[src/rtl/depth_est_pkg.sv]
// Shared types and constants for the depth-estimation input path:
// RGB pixel struct, default frame geometry and status-word layout.
package depth_est_pkg;

    localparam int IMG_W_DEFAULT    = 320;
    localparam int IMG_H_DEFAULT    = 240;

    localparam int STAT_SEQ_ERR_BIT = 31;
    localparam int STAT_BE_ERR_BIT  = 30;
    localparam int STAT_LEVEL_W     = 16;

    typedef struct packed {
        logic [7:0] r;
        logic [7:0] g;
        logic [7:0] b;
    } rgb_px_t;

    function automatic logic [31:0] status_word(
        input logic        seq_err,
        input logic        be_err,
        input logic [15:0] level
    );
        logic [31:0] w;
        w                           = '0;
        w[STAT_SEQ_ERR_BIT]         = seq_err;
        w[STAT_BE_ERR_BIT]          = be_err;
        w[STAT_LEVEL_W-1:0]         = level;
        return w;
    endfunction

endpackage

[src/rtl/rgb_in_fifo.sv]
// Synchronous pixel FIFO with a registered output head. The head register
// counts as one of the DEPTH entries; level covers head plus memory.
module rgb_in_fifo
    import depth_est_pkg::*;
#(
    parameter  int DEPTH = 64,
    localparam int AW    = $clog2(DEPTH),
    localparam int LW    = AW + 1
) (
    input  logic          clk,
    input  logic          reset_n,
    input  logic          push,
    input  rgb_px_t       push_data,
    input  logic          pop,
    output rgb_px_t       head_data,
    output logic          empty,
    output logic          full,
    output logic [LW-1:0] level
);

    rgb_px_t       mem [DEPTH];
    rgb_px_t       head_q;

    logic [AW-1:0] wr_ptr_q, wr_ptr_d;
    logic [AW-1:0] rd_ptr_q, rd_ptr_d;
    logic [LW-1:0] level_q, level_d;
    logic [LW-1:0] mem_cnt;
    logic          valid_q, valid_d;
    logic          full_q, full_d;
    logic          push_ok, pop_ok, load;

    always_comb begin
        push_ok  = push && !full_q;
        pop_ok   = pop && valid_q;
        mem_cnt  = level_q - LW'(valid_q);
        // Refill the head from memory whenever it is free or being consumed.
        load     = (mem_cnt != '0) && (!valid_q || pop_ok);
        wr_ptr_d = wr_ptr_q + AW'(push_ok);
        rd_ptr_d = rd_ptr_q + AW'(load);
        level_d  = level_q + LW'(push_ok) - LW'(pop_ok);
        full_d   = (level_d == LW'(DEPTH));
        valid_d  = load || (valid_q && !pop_ok);
    end

    always_ff @(posedge clk) begin
        if (!reset_n) begin
            wr_ptr_q <= '0;
            rd_ptr_q <= '0;
            level_q  <= '0;
            valid_q  <= 1'b0;
            full_q   <= 1'b0;
        end else begin
            wr_ptr_q <= wr_ptr_d;
            rd_ptr_q <= rd_ptr_d;
            level_q  <= level_d;
            valid_q  <= valid_d;
            full_q   <= full_d;
        end
    end

    always_ff @(posedge clk) begin
        if (push_ok) begin
            mem[wr_ptr_q] <= push_data;
        end
    end

    // Registered read port doubles as the stream output register.
    always_ff @(posedge clk) begin
        if (!reset_n) begin
            head_q <= '0;
        end else if (load) begin
            head_q <= mem[rd_ptr_q];
        end
    end

    assign head_data = head_q;
    assign empty     = !valid_q;
    assign full      = full_q;
    assign level     = level_q;

endmodule

[src/rtl/rgb_in_stream_bridge.sv]
// Avalon-MM pixel sink -> ready/valid RGB stream with frame markers.
// Optional write-address sequence checking via RGB_IN_SEQ_CHECK_EN.
module rgb_in_stream_bridge
    import depth_est_pkg::*;
#(
    parameter int IMG_W      = IMG_W_DEFAULT,
    parameter int IMG_H      = IMG_H_DEFAULT,
    parameter int FIFO_DEPTH = 64
) (
    input  logic        clk,
    input  logic        reset_n,
    input  logic [19:0] avl_address,
    input  logic        avl_write,
    input  logic [31:0] avl_writedata,
    input  logic [3:0]  avl_byteenable,
    input  logic        avl_read,
    output logic [31:0] avl_readdata,
    output logic        avl_readdatavalid,
    output logic        avl_waitrequest,
    input  logic        err_clr,
    output logic        px_valid,
    input  logic        px_ready,
    output logic [7:0]  px_r,
    output logic [7:0]  px_g,
    output logic [7:0]  px_b,
    output logic        px_sof,
    output logic        px_eol,
    output logic        px_eof
);

    localparam int XW = $clog2(IMG_W);
    localparam int YW = $clog2(IMG_H);
    localparam int LW = $clog2(FIFO_DEPTH) + 1;

    rgb_px_t       push_px, head_px;
    logic          fifo_empty, fifo_full;
    logic [LW-1:0] fifo_level;
    logic          wr_acc, px_push, be_bad, pop, seq_err;

    logic [XW-1:0] x_q, x_d;
    logic [YW-1:0] y_q, y_d;
    logic          be_err_q, be_err_d;
    logic [31:0]   readdata_q, readdata_d;
    logic          rdv_q, rdv_d;

    assign push_px         = rgb_px_t'(avl_writedata[23:0]);
    assign avl_waitrequest = fifo_full;
    assign wr_acc          = avl_write && !fifo_full;
    assign px_push         = wr_acc && (avl_byteenable == 4'hF);
    assign be_bad          = wr_acc && (avl_byteenable != 4'hF);
    assign px_valid        = !fifo_empty;
    assign pop             = px_valid && px_ready;

    rgb_in_fifo #(
        .DEPTH (FIFO_DEPTH)
    ) u_fifo (
        .clk       (clk),
        .reset_n   (reset_n),
        .push      (px_push),
        .push_data (push_px),
        .pop       (pop),
        .head_data (head_px),
        .empty     (fifo_empty),
        .full      (fifo_full),
        .level     (fifo_level)
    );

`ifdef RGB_IN_SEQ_CHECK_EN
    localparam int FRAME_PX = IMG_W * IMG_H;

    logic [19:0] exp_addr_q, exp_addr_d;
    logic        seq_err_q, seq_err_d, seq_bad;
    logic        unused_bits;

    always_comb begin
        seq_bad    = px_push && (avl_address != exp_addr_q);
        exp_addr_d = exp_addr_q;
        // Resync to the host's address so one glitch flags once, not forever.
        if (px_push) begin
            exp_addr_d = (avl_address >= 20'(FRAME_PX - 1)) ? '0 : avl_address + 20'd1;
        end
        seq_err_d  = seq_bad ? 1'b1 : (err_clr ? 1'b0 : seq_err_q);
    end

    always_ff @(posedge clk) begin
        if (!reset_n) begin
            exp_addr_q <= '0;
            seq_err_q  <= 1'b0;
        end else begin
            exp_addr_q <= exp_addr_d;
            seq_err_q  <= seq_err_d;
        end
    end

    assign seq_err     = seq_err_q;
    assign unused_bits = ^avl_writedata[31:24];
`else
    logic unused_bits;

    assign seq_err     = 1'b0;
    assign unused_bits = ^{avl_writedata[31:24], avl_address};
`endif

    always_comb begin
        x_d = x_q;
        y_d = y_q;
        if (pop) begin
            if (x_q == XW'(IMG_W - 1)) begin
                x_d = '0;
                y_d = (y_q == YW'(IMG_H - 1)) ? '0 : y_q + YW'(1);
            end else begin
                x_d = x_q + XW'(1);
            end
        end
        be_err_d   = be_bad ? 1'b1 : (err_clr ? 1'b0 : be_err_q);
        rdv_d      = avl_read;
        readdata_d = avl_read ? status_word(seq_err, be_err_q, 16'(fifo_level)) : readdata_q;
    end

    always_ff @(posedge clk) begin
        if (!reset_n) begin
            x_q        <= '0;
            y_q        <= '0;
            be_err_q   <= 1'b0;
            rdv_q      <= 1'b0;
            readdata_q <= '0;
        end else begin
            x_q        <= x_d;
            y_q        <= y_d;
            be_err_q   <= be_err_d;
            rdv_q      <= rdv_d;
            readdata_q <= readdata_d;
        end
    end

    assign avl_readdata      = readdata_q;
    assign avl_readdatavalid = rdv_q;
    assign px_r              = head_px.r;
    assign px_g              = head_px.g;
    assign px_b              = head_px.b;
    // Markers are only meaningful alongside a valid pixel.
    assign px_sof            = px_valid && (x_q == '0) && (y_q == '0);
    assign px_eol            = px_valid && (x_q == XW'(IMG_W - 1));
    assign px_eof            = px_eol && (y_q == YW'(IMG_H - 1));

endmodule

[config.mk]
export PLATFORM = sky130hd
export DESIGN_NAME = rgb_in_stream_bridge
export DESIGN_NICKNAME = d
export VERILOG_FILES = /design/src/rtl/depth_est_pkg.sv /design/src/rtl/rgb_in_fifo.sv /design/src/rtl/rgb_in_stream_bridge.sv
export SDC_FILE = /design/constraint.sdc
export NUM_CORES = 1
export LEC_CHECK = 0
export CORE_MARGIN = 8
export CORE_UTILIZATION = 40
export CTS_CLUSTER_DIAMETER = 60
export DETAILED_ROUTE_END_ITERATION = 6
export GPL_ROUTABILITY_DRIVEN = 0
export PLACE_DENSITY = 0.57
export SLEW_MARGIN = 20
export SYNTH_ARGS = -nofsm -noshare
export SYNTH_HDL_FRONTEND = slang
export SYNTH_SLANG_ARGS = --single-unit
export TNS_END_PERCENT = 5
[constraint.sdc]
create_clock -name clk -period 7.7 [get_ports clk]
set_clock_uncertainty 0.15 [all_clocks]
set_input_delay 1.155 -clock clk [delete_from_list [all_inputs] [get_ports clk]]
set_output_delay 1.155 -clock clk [all_outputs]
set_load 0.1 [all_outputs]
**Yosys cells after proc, flatten, opt, wreduce, memory -nomap -nowiden**

Memories as Yosys holds them, arrays and structs flattened. A register that Yosys moved wholly into a read port is not among the register bits.
Index checks and enable logic that the tools add are counted.

- Register bits after elaboration: 48
- Bits in writable memories: 1536
- Input port bits: 62
- Output and inout port bits: 62
- Word-level logic and storage cells: 52
- Memories kept: 1

Memories:

| name | depth | width | read ports | clocked after memory_dff | write ports | RTL line | RTL |
|---|---|---|---|---|---|---|---|
| u_fifo.mem | 64 | 24 | 1 | 1 | 1 | rgb_in_fifo.sv:21 | `rgb_px_t mem [DEPTH];` |

- Add/subtract/negate cells: 7
- Equality and inequality tests: 5
- Muxes and demuxes: 6
- Reduce and logical (&&, ||, !) cells: 23

Operators with widths:

| cell | number |
|---|---|
| subtractor 7 x 1 -> 7 bit | 2 |
| adder 6 x 1 -> 6 bit | 2 |
| logical AND 1 bit | 12 |
| adder 9 x 1 -> 9 bit, second input constant | 1 |
| == test 9 bit, second input constant | 1 |
| logical NOT 9 bit | 1 |
| two-way mux 9 bit | 1 |
| adder 8 x 1 -> 8 bit, second input constant | 1 |
| == test 8 bit, second input constant | 1 |
| logical NOT 8 bit | 1 |
| two-way mux 8 bit | 1 |
| adder 7 x 1 -> 7 bit | 1 |
| == test 7 bit, second input constant | 1 |
| nonzero test 7 bit | 1 |
| == test 4 bit, second input constant | 1 |
| logical NOT 1 bit | 4 |
| two-way mux 1 bit | 4 |
| != test 4 bit, second input constant | 1 |
| logical OR 1 bit | 2 |
| AND reduction 2 bit | 1 |
| nonzero test 2 bit | 1 |

**Depth between registers and ports, before layout**

Gate-level depths: netlist of the first run.

- Word-level depth: 7
- Mapped depth: 13
- Depth with buffers taken out: 13

**Cells and area by module**

Synthesis of the first run repeated with hierarchy kept, for this count alone.

- Cell total of the unflattened synthesis: 3218
- Area, all modules: 63276.9 um^2

By module, submodules not included:

| module | times used | cells each | area an instance (um^2) | seq. area each (um^2) |
|---|---|---|---|---|
| rgb_in_fifo | 1 | 3043 | 61816.8 | 47025.1 |
| rgb_in_stream_bridge | 1 | 175 | 1460.2 | 540.5 |

**Worst setup path after synthesis of the first run**

OpenSTA, ideal clock, no wires.

- Path type: register -> output
- Start point: register u_fifo.valid_q
- End point: output port px_sof
- Arrival: 3270 ps
- Data required time: 6395 ps
- Setup slack: 3125 ps
- Stages on the path, launching flop included: 3
- Path buffers: 0
- Cells stage by stage: dfxtp_1 > nand4b_1 > nor3_1

- Cells in the longest elaborated chain, start to end: 2

RTL lines:

| what | RTL line | RTL |
|---|---|---|
| from (decl) | rgb_in_fifo.sv:28 | `logic valid_q, valid_d;` |
| from (signal assigned) | rgb_in_fifo.sv:56 | `valid_q <= valid_d;` |
| logical AND 1 bit (2 in a row) | rgb_in_stream_bridge.sv:142 | `assign px_sof = px_valid && (x_q == '0) && (y_q == '0);` |
| to (decl) | rgb_in_stream_bridge.sv:26 | `output logic px_sof,` |

No other way between the ends.

**Worst setup path after layout of the first run**

- Start point: register x_q[0]
- End point: output port px_eof

- Cells in the longest elaborated chain, start to end: 3

RTL lines:

| what | RTL line | RTL |
|---|---|---|
| from (decl) | rgb_in_stream_bridge.sv:40 | `logic [XW-1:0] x_q, x_d;` |
| from (signal assigned) | rgb_in_stream_bridge.sv:122 | `x_q <= '0;` |
| from (signal assigned) | rgb_in_stream_bridge.sv:128 | `x_q <= x_d;` |
| == test 9 bit | rgb_in_stream_bridge.sv:143 | `assign px_eol = px_valid && (x_q == XW'(IMG_W - 1));` |
| logical AND 1 bit | rgb_in_stream_bridge.sv:143 |  |
| logical AND 1 bit | rgb_in_stream_bridge.sv:144 | `assign px_eof = px_eol && (y_q == YW'(IMG_H - 1));` |
| to (decl) | rgb_in_stream_bridge.sv:28 | `output logic px_eof` |

No other way between the ends.

==> qor.yml, run 1 <==
synthesis:
  synth_ff_type: "edfxtp_1"
  synth_area_sq_um: 63100
  synth-edff-count: 1536
  ys_types: 53
  yosysWarnings: 0
  synth-async-reset-ratio_pct: 0
  syn_avg_cell_area_sq_um: 20.6
  seq_area_frac_synth_pct: 75.4
  yosysTopAreaCellShare_pct: 73.1
  yosys-top-cells-area: "edfxtp_1, mux4_2, mux2i_1"
  netlist_instances: 3070
  yosysTopAreaCell: "edfxtp_1"
  synth-seq-cells: 1608
timing:
  slew_viol_final: 0
  fin_setup_tns_ps: 0
  worst_pin_slew_ps: 1110
  period_share_pct: 61.3
  final-hold-violation-count: 0
  setup_viol: 0
  relSlewSlack_pct: 26.0
  fin_crit_ps: 4720
  rsz0062_at_grt: "false"
  max_freq_ghz: 0.212
clock_tree:
  cts-hold-fix-buffers: 0
  clk-insertion-delay-late_ps: 810
  clkSinkCount: 1608
  cts_root_buf: "clkbuf_16"
  cts_resized: 0
  clk_pin_slew_ps: 50
  cts_max_level: 4
  cts-buffers-inserted: 169
  cts_setup_buffers: 0
  cts_tree: "built"
  cts_buffer_depth: 3
layout:
  final_util_pct: 45.7
  finalInstanceArea_sq_um: 71500
  nNetsFinal: 3341
  final_cell_count_no_fill: 5450
  layout-drive-gt1-share_pct: 20.8
  nFillCells: 13100
  synthToLayoutAreaGrowth_pct: 13.3
worst_setup_path:
  cp.arrival_ps: 3410
  worst-path-max-fanout: 6
  required_ps: 6390
  cp-start-kind: "register"
  end_kind: "output port"
  critPathKind: "register to output port"
route:
  first_pass_iters: 5
  routedWlPerCell_microns: 27.3
  drc_errors: 0
  drtIter0Drc: 2637
  vias_per_cell: 5.49
  wl_mm: 149
  postRouteAntennaNets: 0
  via_count: 29900
pwr:
  power.density_nw_per_um2: 293
  vdd_drop_max_v: 0.000336
  p_leak_nw: 22.2
grt:
  grt_pass1_wl_mm: 214
  grtUsageTotal_pct: 17.2
  antenna_found_initial: 2
  overflow: 0
  grt_max_degree: 108
  grt_pass1_vias: 29900
outcome:
  status: "finished, final reports clean"
placement:
  dp.cells: 5141
  port_buffers: 71
  post_dp_cell_area_sq_um: 66100
  dpl.hpwl_mm: 80.9
die:
  die_w_microns: 413
  initial_core_util_pct: 40.4
  num_io_pins: 124
  rows: 145
  die-area_sq_um: 171000
  coreArea_sq_um: 156000
  die_h_microns: 413
run:
  max_cap_violations: 0
worst_hold_path:
  hp-class: "register to register"
==> flip-flops by register name (all words and copies together) (netlist names), 6 cells and up <==
signal,cells
u_fifo.level,7
u_fifo.wr_ptr_q,6
x_q,9
u_fifo.head_data,24
avl_readdata,8
u_fifo.mem,1536
u_fifo.rd_ptr_q,6
y_q,8
==> layout by cell type (no fill, tap or decap), types with 6 or more instances in the layout <==
master and n:
a21oi_1 99, a22oi_1 91, a31oi_1 43, and2_1 12
and3_1 6, buf_2 25, buf_4 109, bufinv_16 10
clkbuf_1 43, clkbuf_16 171, clkdlybuf4s50_1 46, clkinv_1 38
clkinv_16 7, clkinv_2 22, conb_1 24, dfxtp_1 67
edfxtp_1 1536, ha_1 24, inv_1 19, mux2i_1 257
mux4_1 64, mux4_2 253, nand2_1 79, nand2b_1 27
nand3_1 36, nand4_1 10, nor2_1 39, nor2_2 50
nor2_4 16, nor2b_1 10, nor3_1 6, o211ai_1 19
o21ai_0 28, or2b_2 6, xnor2_1 12, xor2_1 20
==> cell type report <==
type	count	area (sq um)	area share (%)
Antenna cell	1	2.50	0.00350
Clock buffer	218	4500	6.29
Clock inverter	90	926	1.30
Inverter	19	71.3	0.0998
Multi-Input combinational cell	1271	14300	20.0
Sequential cell	1608	47600	66.6
Tap cell	2058	2570	3.60
Timing Repair Buffer	185	1500	2.10
==> cell usage after synthesis, drive strengths merged (5+ instances only) <==
cell type,n
nor2b,13
nand3,36
buf,151
and3,6
a2111oi,5
nor3,6
a211oi,5
xor2,20
nor2,105
ha,24
mux2i,257
nand4,10
edfxtp,1536
inv,19
a31oi,43
mux4,317
a21oi,99
dfxtp,72
and2,15
or2b,6
o211ai,19
a22oi,91
nand2b,27
o21ai,29
clkbuf,41
nand2,79
xnor2,12
==> layer usage <==
| metal | global-route usage, % | part of all wire, % | vias to the layer above |
|---|---|---|---|
| met5 | 0 | 0 | - |
| li1 | - | - | 13000 |
| met3 | 3.75 | 6.4 | 207 |
| met2 | 26.3 | 46 | 877 |
| met4 | 5.03 | 2.7 | 0 |
| met1 | 24.8 | 45 | 15900 |
==> critical path, cell delays in order, from the launching register on <==
cell             delay (ps)
dfxtp_1                 400
ha_1                    270
nand4_1                 110
nor3_1                  230
and3_1                  270
nand2_1                 110
nor2_1                  120
clkdlybuf4s50_1        1140
==> final timing paths <==
kind                      startpoint                    to  slack, ps  depth (start not counted)
setup reg to reg  u_fifo.rd_ptr_q[0]  u_fifo.head_data[21]       3520                          8
hold / removal                y_q[1]                y_q[1]        320                          2
hold reg to reg               y_q[1]                y_q[1]        320                          2
setup / recovery              x_q[0]                px_eof       2980                          7
==> per-stage QoR <==
step	setup WS [ps]	total power [mW]	hold WS, ps
finish	2980	20.9	323
global route	2720	21.7	351
CTS	2900	21.1	327
detailed placement	3170	13.2	319
global placement	3170	13.2	315
floorplan	3120	12.5	299
==> where the power goes <==
group | internal (mW) | total, mW | switching (mW)
clock network | 4.50 | 7.90 | 3.40
logic | 1.33 | 3.23 | 1.90
registers | 9.64 | 9.80 | 0.156
==> cells by family (layout without fill, tap and decap cells) <==
logic type	count (synthesis)	count (layout)	synth area share (%)
AO/OA/AOI/OAI	297	297	2.96
multiplexers	574	574	15.8
AND/OR/NAND/NOR	319	319	2.40
XOR/XNOR	32	32	0.444
buffers and inverters	214	512	2.54
other	1	25	0.00594
flip-flops	1608	1608	75.4
adder cells (fa/ha/maj)	25	25	0.508
Note: power is estimated with default switching activity, not from simulation.
==> run 2: changes to the inputs <==
- clock period: 7.7 -> 4.35 ns (I/O delays scaled with it)
==> run 2 against run 1 <==
  * Cell area grew 0.33%
  * Total power grew 76%
  * Final cell count grew 0.46%
  * Critical path depth is the same
  * Via count grew 0.54%
  * Clock power grew 72%
  * Sequential power grew 77%
  * Register-to-register slack lost 2700 ps
  * Non-clock buffer count grew 29
  * Combinational power grew 85%
  * Count of clock-buffer cells in the layout grew 7
  * Critical endpoint is now u_fifo.head_data[2]
  * Largest power group unchanged
==> qor.yml, run 2 (synthesized netlist as in run 1, its figures left out) <==
worst_setup_path:
  worst-path-max-fanout: 21  # was 6
  cp-start-kind: "register"  # unchanged
  critPathKind: "register to register"  # was register to output port
  required_ps: 4860  # was 6390 ps
  cp.arrival_ps: 4000  # was 3410 ps
  end_kind: "register"  # was output port
route:
  via_count: 30100  # was 29900
  drc_errors: 0  # unchanged
  wl_mm: 150  # was 149 mm
  postRouteAntennaNets: 0  # unchanged
  routedWlPerCell_microns: 27.5  # was 27.3 microns
  vias_per_cell: 5.50  # was 5.49
  drtIter0Drc: 2935  # was 2637
  first_pass_iters: 7  # was 5
timing:
  fin_crit_ps: 3490
  rsz0062_at_grt: "false"  # unchanged
  setup_viol: 0  # unchanged
  final-hold-violation-count: 0  # unchanged
  max_freq_ghz: 0.287
  period_share_pct: 80.2
  relSlewSlack_pct: 24.1  # was 26.0%
  fin_setup_tns_ps: 0  # unchanged
  slew_viol_final: 0  # unchanged
  worst_pin_slew_ps: 1140  # was 1110 ps
clock_tree:
  cts_resized: 0  # unchanged
  cts-buffers-inserted: 169  # unchanged
  cts_root_buf: "clkbuf_16"  # unchanged
  cts_buffer_depth: 3  # unchanged
  clk_pin_slew_ps: 60  # was 50 ps
  clk-insertion-delay-late_ps: 800  # was 810 ps
  cts-hold-fix-buffers: 0  # unchanged
  cts_setup_buffers: 0  # unchanged
  clkSinkCount: 1608  # unchanged
  cts_max_level: 4  # unchanged
  cts_tree: "built"  # unchanged
worst_hold_path:
  hp-class: "input port to register"  # was register to register
layout:
  layout-drive-gt1-share_pct: 21.6  # was 20.8%
  nNetsFinal: 3370  # was 3341
  synthToLayoutAreaGrowth_pct: 13.6  # was 13.3%
  final_util_pct: 45.9  # was 45.7%
  layout_commonest_cell: "edfxtp_1"  # unchanged
  largest_register_ffs: 1536  # unchanged
  final_cell_mix: "edfxtp_1, mux2i_1, mux4_2, clkbuf_16, buf_4"  # unchanged
  top_register: "u_fifo.mem"  # unchanged
  finalInstanceArea_sq_um: 71700  # was 71500 sq um
placement:
  post_dp_cell_area_sq_um: 66400  # was 66100 sq um
  port_buffers: 71  # unchanged
  dpl.hpwl_mm: 86.3  # was 80.9 mm
outcome:
  status: "finished, final reports clean"  # unchanged
grt:
  grtUsageTotal_pct: 17.4  # was 17.2%
  antenna_found_initial: 3  # was 2
  grt_pass1_wl_mm: 216  # was 214 mm
  overflow: 0  # unchanged
  grt_max_degree: 102  # was 108
  grt_pass1_vias: 30300  # was 29900
die:
  die_h_microns: 413  # unchanged
  rows: 145  # unchanged
  coreArea_sq_um: 156000  # unchanged
  die-area_sq_um: 171000  # unchanged
  initial_core_util_pct: 40.4  # unchanged
  num_io_pins: 124  # unchanged
  die_w_microns: 413  # unchanged
run:
  max_cap_violations: 0  # unchanged
pwr:
  power.density_nw_per_um2: 513  # was 293 nW/um^2
  totalPowerFinal_mw: 36.8  # was 20.9 mW
  vdd_drop_max_v: 0.000576  # was 0.000336 V
  p_leak_nw: 22.3  # was 22.2 nW
[run 2: cell types whose count changed in the layout (fill, tap and decap cells not counted), moves of 2 or more]
cell and delta:
buf_4 +23, inv_6 +2, bufinv_16 -5, clkdlybuf4s50_1 -3
clkinv_1 -13, buf_12 +14, clkinv_4 +3, buf_2 -5
a2111oi_2 -2, clkinv_8 +2, clkbuf_1 +7, a2111oi_1 +2
[run 2: power breakdown]
part / internal, mW / switching [mW] / total, mW
registers: 17.1 / 0.189 / 17.3
logic: 2.46 / 3.49 / 5.96
clock network: 7.66 / 5.94 / 13.6
total: 27.2 / 9.62 / 36.8
[run 2: area by class of cell]
| type | instances | area [sq um] |
|---|---|---|
| Antenna cell | 2 | 5.00 |
| Fill cell | 13100 | 84700 |
| Clock buffer | 225 | 4510 |
| Tap cell | 2058 | 2570 |
| Multi-Input combinational cell | 1271 | 14300 |
| Inverter | 19 | 71.3 |
| Clock inverter | 78 | 754 |
| Timing Repair Buffer | 214 | 1900 |
| Sequential cell | 1608 | 47600 |
[run 2: routing by layer]
metal / GRT usage [%] / share of wire (%)
met5: 0 / 0.0067
met4: 5.03 / 2.5
met1: 24.9 / 45
met2: 27.4 / 47
met3: 3.29 / 6.2
[run 2: path summary, 6_finish.rpt]
kind	startpoint	slack, ps	to	cells after the start
max	u_fifo.rd_ptr_q[0]	860	u_fifo.head_data[2]	7
min	avl_writedata[0]	160	u_fifo.mem[32][0]	1
max reg2reg	u_fifo.rd_ptr_q[0]	860	u_fifo.head_data[2]	7
min reg2reg	be_err_q	330	be_err_q	2
[run 2: critical path, cell delays in order (launching register included)]
cell and delay [ps]:
dfxtp_4 590, buf_12 220, buf_4 360, mux4_2 550, mux2i_1 440, a22oi_1 200, a31oi_1 670, a21oi_1 160
[run 2: stage by stage]
| step | worst slack [ps] | instances | hold WS [ps] |
|---|---|---|---|
| 4_1_cts | 820 | 5472 | 100 |
| 3_3_place_gp | 457 | 5169 | 315 |
| 6_report | 862 | 5475 | 159 |
| 5_1_grt | 631 | 5473 | 134 |
| 2_1_floorplan | 277 | 3093 | 299 |
| 3_5_place_dp | 453 | 5169 | 322 |
